$ cat config.mk
export PLATFORM = sky130hd
export DESIGN_NAME = uart_fifo_gen
export DESIGN_NICKNAME = d
export VERILOG_FILES = /design/src/rtl/uart_fifo_gen.sv
export SDC_FILE = /design/constraint.sdc
export NUM_CORES = 1
export LEC_CHECK = 0
export CAP_MARGIN = 5
export CORE_AREA = 3 3 122 124
export DETAILED_ROUTE_END_ITERATION = 10
export DIE_AREA = 0 0 125 127
export GPL_ROUTABILITY_DRIVEN = 0
export PLACE_DENSITY_LB_ADDON = 0.12
export SETUP_SLACK_MARGIN = 0.4
export SYNTH_ARGS = -nofsm -noshare
export SYNTH_HDL_FRONTEND = slang
export SYNTH_SLANG_ARGS = --single-unit
$ cat constraint.sdc
create_clock -name clk -period 3 [get_ports clk]
set_input_delay 0.45 -clock clk [delete_from_list [all_inputs] [get_ports clk]]
set_output_delay 0.45 -clock clk [all_outputs]
set_load 0.05 [all_outputs]
$ cat src/rtl/uart_fifo_gen.sv
// Purpose : parametrised first-word-fall-through FIFO for the UART 16550 TX/RX datapath.
// Latency : a word pushed into an empty FIFO appears on dout one edge later; a pop moves dout to the next word one edge later.
// Backpr. : no stall signals. A push to a full FIFO without a pop is dropped and sets the sticky overrun flag.
//           A pop from an empty FIFO is ignored and sets the sticky underrun flag.
//
// Ports:
//   clk, rst_n      clock, asynchronous active-low reset
//   en              gates push/pop/err_clr; state holds when low
//   flush           synchronous clear of pointers, count and flags (ignores en)
//   err_clr         clears the sticky overrun/underrun flags
//   push, din       write request and data
//   pop             read request
//   threshold       trigger level for thre_trigger; 0 disables the trigger
//   dout            head-of-FIFO word, zero when empty
//   count           stored entries, 0..DEPTH
//   empty, full     fill-level status
//   overrun         sticky error flag for a push into a full FIFO
//   underrun        sticky error flag for a pop from an empty FIFO
//   thre_trigger    high when the count has reached a non-zero threshold
module uart_fifo_gen #(
  parameter  int WIDTH = 8,
  parameter  int DEPTH = 16,
  localparam int AW    = $clog2(DEPTH)
) (
  input  logic             clk,
  input  logic             rst_n,
  input  logic             en,
  input  logic             flush,
  input  logic             err_clr,
  input  logic             push,
  input  logic             pop,
  input  logic [WIDTH-1:0] din,
  input  logic [AW:0]      threshold,
  output logic [WIDTH-1:0] dout,
  output logic [AW:0]      count,
  output logic             empty,
  output logic             full,
  output logic             overrun,
  output logic             underrun,
  output logic             thre_trigger
);

  localparam logic [AW:0] DEPTH_C = (AW+1)'(DEPTH);
  localparam logic [AW:0] ONE_C   = (AW+1)'(1);

  logic [WIDTH-1:0] mem [DEPTH];
  logic [AW-1:0]    wp;
  logic [AW-1:0]    rp;

  logic push_ok;
  logic pop_ok;
  logic ovr_set;
  logic udr_set;

  // Status comes straight from the count register, so push/pop never reach an output combinationally.
  assign empty = (count == '0);
  assign full  = (count == DEPTH_C);

  // A pop frees the slot that a simultaneous push fills, so a full FIFO still accepts the push.
  assign push_ok = push & en & (~full | pop);
  assign pop_ok  = pop & en & ~empty;
  assign ovr_set = push & en & full & ~pop;
  assign udr_set = pop & en & empty;

  always_ff @(posedge clk or negedge rst_n) begin
    if (!rst_n) begin
      wp       <= '0;
      rp       <= '0;
      count    <= '0;
      overrun  <= 1'b0;
      underrun <= 1'b0;
    end else if (flush) begin
      wp       <= '0;
      rp       <= '0;
      count    <= '0;
      overrun  <= 1'b0;
      underrun <= 1'b0;
    end else if (en) begin
      if (push_ok) wp <= wp + 1'b1;
      if (pop_ok)  rp <= rp + 1'b1;

      if (push_ok && !pop_ok)      count <= count + ONE_C;
      else if (pop_ok && !push_ok) count <= count - ONE_C;

      // A new error event wins over a clear issued in the same cycle.
      if (ovr_set)      overrun <= 1'b1;
      else if (err_clr) overrun <= 1'b0;

      if (udr_set)      underrun <= 1'b1;
      else if (err_clr) underrun <= 1'b0;
    end
  end

  // Storage has no reset: after reset or flush the pointers make old contents unreachable.
  always_ff @(posedge clk) begin
    if (push_ok && !flush && rst_n) mem[wp] <= din;
  end

  assign dout = empty ? '0 : mem[rp];

  // count never exceeds DEPTH, so a threshold above DEPTH can never fire.
  assign thre_trigger = (threshold != '0) && (count >= threshold);

endmodule

# Yosys cells after proc, flatten, opt, wreduce, memory -nomap -nowiden
# Memory sizes are Yosys's and may differ from the RTL's.
# Cells that the tools add are included.
[op_classes] shift=0 n_addsub=4 bitwise=11 n_eq_ne=1 magnitude_cmp=1 n_mul=0 muxes=20 n_reduce_logical=21 div_mod_pow=0
[ops] op="2-to-1 mux 4 bit" count=6
[ops] op="2-to-1 mux 5 bit" count=4
[ops] op="AND reduction 2 bit" count=5
[ops] op="2-to-1 mux 1 bit" count=9
[ops] op="nonzero test 3 bit" count=3
[ops] op="adder 4 x 1 -> 4 bit (second input constant)" count=2
[ops] op="2-to-1 mux 8 bit" count=1
[ops] op="AND 1 bit" count=7
[ops] op="nonzero test 2 bit" count=3
[ops] op="adder 5 x 1 -> 5 bit (second input constant)" count=1
[ops] op="== test 5 bit (second input constant)" count=1
[ops] op=">= comparator 5 bit" count=1
[ops] op="logical AND 1 bit" count=5
[ops] op="logical NOT 5 bit" count=1
[ops] op="nonzero test 5 bit" count=1
[ops] op="subtractor 5 x 1 -> 5 bit (second input constant)" count=1
[ops] op="logical NOT 1 bit" count=3
[ops] op="inverter 1 bit" count=3
[ops] op="OR 1 bit" count=1
[word_totals] elab_cells=64 romBits=0 ram_bits=128 regBits=15 latch_bits=0 mem_count=1 out_inout_bits=18 inputBits=20
[mem_list] name="mem" depth=16 width=8 read_ports=1 rd_clocked_by_memory_dff=0 wr=1 line="46" text="logic [WIDTH-1:0] mem [DEPTH];"

# Logic depth before layout (Yosys ltp)
[depth] ltp_word=10 ltp_mapped=9 depth_no_buf=8

# Least setup slack after synthesis
# OpenSTA, ideal clock, no wires.
[synth_timing] kind="reg-to-output" from="register rp[3]" to="output dout[6]" path_stages_with_launch=7 n_path_buf=2 t_required_ps=2550 arrival_time_ps=2517 path_slack_ps=33 path_cell_list="dfrtp_1 > clkbuf_1 > clkbuf_1 > mux4_2 > nor2b_1 > a211oi_1 > a211oi_1"
[synth_via] elab_chain_cells=2
[synth_lines] element="start, declared" line="48" text="logic [AW-1:0] rp;"
[synth_lines] element="start signal, assigned" line="80" text="if (pop_ok) rp <= rp + 1'b1;"
[synth_lines] element="memory (16 x 8 bit)"
[synth_lines] element="2-to-1 mux 8 bit" line="99" text="assign dout = empty ? '0 : mem[rp];"
[synth_lines] element="end, declared" line="34" text="output logic [WIDTH-1:0] dout,"
# Every way passes these cells.

# Worst setup path in the final report
[layout_timing] from="register rp[1]" to="output dout[6]"
# Same word-level chain as after synthesis.

==> results by group <==
Synth
  • Largest cells by area after synthesis: edfxtp_1 62%, mux4_2 12%, dfrtp_1 6.1%
  • Top cell type's share of synthesized area: around 62%
  • Syn Std Cell Area: between 0.006 and 0.007 sq mm
  • Asr flop ratio synth: approximately a tenth
  • Post-synth top cells: 128 x edfxtp_1, 32 x mux4_2, 20 x a211oi_1, 19 x nor2_1, 15 x dfrtp_1
  • Yosys reg bits: between 100 and 150
  • Avg Inst Size Synth: ~17 sq um
  • Mapped Nets: 393
  • Sequential-to-total area share from yosys stat: around two thirds
  • Syn Inst Count: approximately 360
  • EDFF count, synth: 128
  • Distinct cells, synth: 47
  • Synth Warn #: 0
  • Post-synth top area cell: edfxtp_1
  • Main synth FF type: edfxtp_1
  • Most frequent cell after synthesis: edfxtp_1

Global route
  • Met2 global-route usage: roughly 29%
  • Vias in the first global route: between 3000 and 4000
  • First-pass GRT wire length: ~21000 microns
  • Met3 usage: around 4.3%
  • Grt ovf: 0
  • GRT Util Overall: approximately 18%
  • Most Crowded Layer GR: met2
  • Met1 usage: between 20% and 30%
  • Pin count of the biggest net entering global routing: 24
  • Antenna violations before repair: 0

CTS
  • Worst-Skew Late Latency: about 0.41 ns
  • Clock net sink count: 143
  • Root Driver: clkbuf_16
  • CTS Buf Count: 17
  • CTS tree: yes
  • H-Tree Depth: 4
  • CTS clk-pin slew, worst paths: approximately 0.060 ns
  • Cts hold-fix bufs: 0
  • CTS max path bufs: 2

Cells and area
  • NumNets Final: around 480
  • Area growth, synth to finish: 30.1%
  • Layout cells sized above 1: between 30 and 40%
  • Diode count: 0
  • Layout fillers: between 1000 and 1500

Timing
  • Unrepaired setup endpoints after global routing: yes
  • Tcrit/Tclk final: between 80 and 90%
  • Clk_skew: roughly 0.0056 ns
  • Slew Limit Fails: 0
  • Final setup fails: 0
  • Slew headroom: ~53%
  • Setup TNS: 0 ns
  • Crit path time final: 2.65 ns
  • Least-Margin Pin Slew: 0.700 ns
  • Hold Fails Final Rpt: 0
  • Fmax: about 0.38 GHz

Outcome
  • Run status: finished, final reports clean

Routing
  • Drt first pass iters: 4
  • Routed WL: around 13000 microns
  • Via count: around 3500
  • DR iter-0 viols: ~360
  • Via-to-Cell Ratio: ~5.5
  • Drt drc: 0
  • Routed length per placed instance: between 20 and 25 microns
  • DRT antenna net count: 0

Pwr
  • Int Pwr: roughly 4.4 mW
  • P_sw: 1.95 mW
  • Sw Share: between 30% and 40%
  • Clock share of power: 31.0%
  • Maximum VDD drop: between 0.6 and 0.7 mV
  • Post-route total power: around 6.3 mW
  • Combinational share of power: 32.9%
  • PD cells: just under 800 mW/mm^2
  • Sequential Power Share: 36.1%
  • Lkg Pwr: around 2.8 nW

Worst setup path
  • Critical Path Source: rp[1]
  • Nature of the critical path endpoint: output pin
  • CP max FO: 5
  • Reg2Reg Setup Slack: 0.52 ns
  • Worst R2R Path Depth: 8
  • Reg-to-Reg Start: count[0]
  • Worst reg2reg path endpoint: count[4]
  • CP Class: flip-flop to output pin
  • Crit path DAT: around 2.2 ns
  • CP endpoint: dout[6]
  • Setup crit start kind: flip-flop
  • Worst path required time: approximately 2.6 ns

Floorplan
  • Die width: approximately 130 microns
  • Area of the core: about 0.014 sq mm
  • # IOs: 38
  • Std cell rows: between 40 and 50
  • Die H: around 130 microns
  • Starting Density: roughly 44%
  • Die area: around 0.016 sq mm

Job
  • Max cap viols: 0

Worst hold path
  • Worst hold path type: input port to asynchronous set/reset pin

Placement
  • Detailed Place HPWL: ~8600 microns
  • PortBufs: 37
-- flip-flops by register name (all words and copies together) (netlist names) --
register  cells
mem         128
rp            4
wp            4
overrun       1
underrun      1
count         5
-- power by group through the flow --
| stage | Combinational, mW | Clock, mW | Sequential (mW) |
|---|---|---|---|
| 2_1_floorplan | 1.05 | 0 | 2.40 |
| 3_3_place_gp | 1.64 | 0 | 2.32 |
| 3_5_place_dp | 1.65 | 0 | 2.32 |
| 4_1_cts | 2.01 | 2.00 | 2.28 |
| 5_1_grt | 2.21 | 2.10 | 2.28 |
| 6_report | 2.07 | 1.96 | 2.28 |
-- how the worst min path moves through the flow --
stage | endpoint | slack, ns | cells after the start
floorplan | count[0] | 0.15 | 0
global placement | rp[3] | 0.52 | 2
detailed placement | overrun | 0.52 | 2
CTS | wp[2] | 0.31 | 2
global route | rp[3] | 0.32 | 2
finish | wp[2] | 0.33 | 2
-- per-stage QoR --
step	setup WS [ns]	utilization [%]	hold slack [ns]	instances	instance area, sq um
6_report	0.352	57.7	0.327	642	8010
5_1_grt	0.285	57.7	0.320	642	8010
4_1_cts	0.273	57.0	0.314	638	7920
3_5_place_dp	0.134	50.7	0.523	590	7040
3_3_place_gp	0.168	50.7	0.524	590	7040
2_1_floorplan	0.431	-	0.154	358	6220
-- critical path, cell delays in order (launching register included) --
cell and delay (ns):
dfrtp_2 0.39, buf_12 0.13, bufbuf_16 0.26, mux4_2 0.50, a211oi_2 0.28, a211oi_2 0.07, buf_6 0.16
-- cell usage in the layout (no fill, tap or decap), types with 12 or more instances in the layout --
cell / count
a211oi_2: 17
clkbuf_16: 17
ha_1: 13
nor2_1: 19
mux4_2: 32
buf_4: 44
nand2_1: 13
buf_6: 12
clkdlybuf4s50_1: 26
edfxtp_1: 128
-- cell type report --
cell class	instances	area, sq um	area share (%)
clock buffer	17	425	5.31
tap	180	225	2.81
sequential	143	4230	52.7
timing repair buffer	93	955	11.9
clock inverter	15	128	1.59
inverter	10	37.5	0.468
multi-input combinational	184	2020	25.2
-- routing by layer --
layer  share of wire, %  vias up
li1                   -     1624
met4                1.3        0
met1                 44     1826
met3                3.1       18
met5                  0        -
met2                 51       61
-- cell families after synthesis --
kind of cell / Yosys count / synth area share, %
AO/OA/AOI/OAI: 46 / 5.54
buffers and inverters: 31 / 2.07
AND/OR/NAND/NOR: 73 / 6.23
adder cells (fa/ha/maj): 15 / 3.17
flip-flops: 143 / 68.5
XOR/XNOR: 6 / 0.853
multiplexers: 44 / 13.7
-- repair_timing --
item                                    CTS  global route
gates resized for setup                  27            16
buffers inserted                         14             4
pin swaps                                 9            15
gates cloned                              2             0
endpoints found under the setup margin   11            10
No activity file was read; power rests on OpenSTA's default activity.
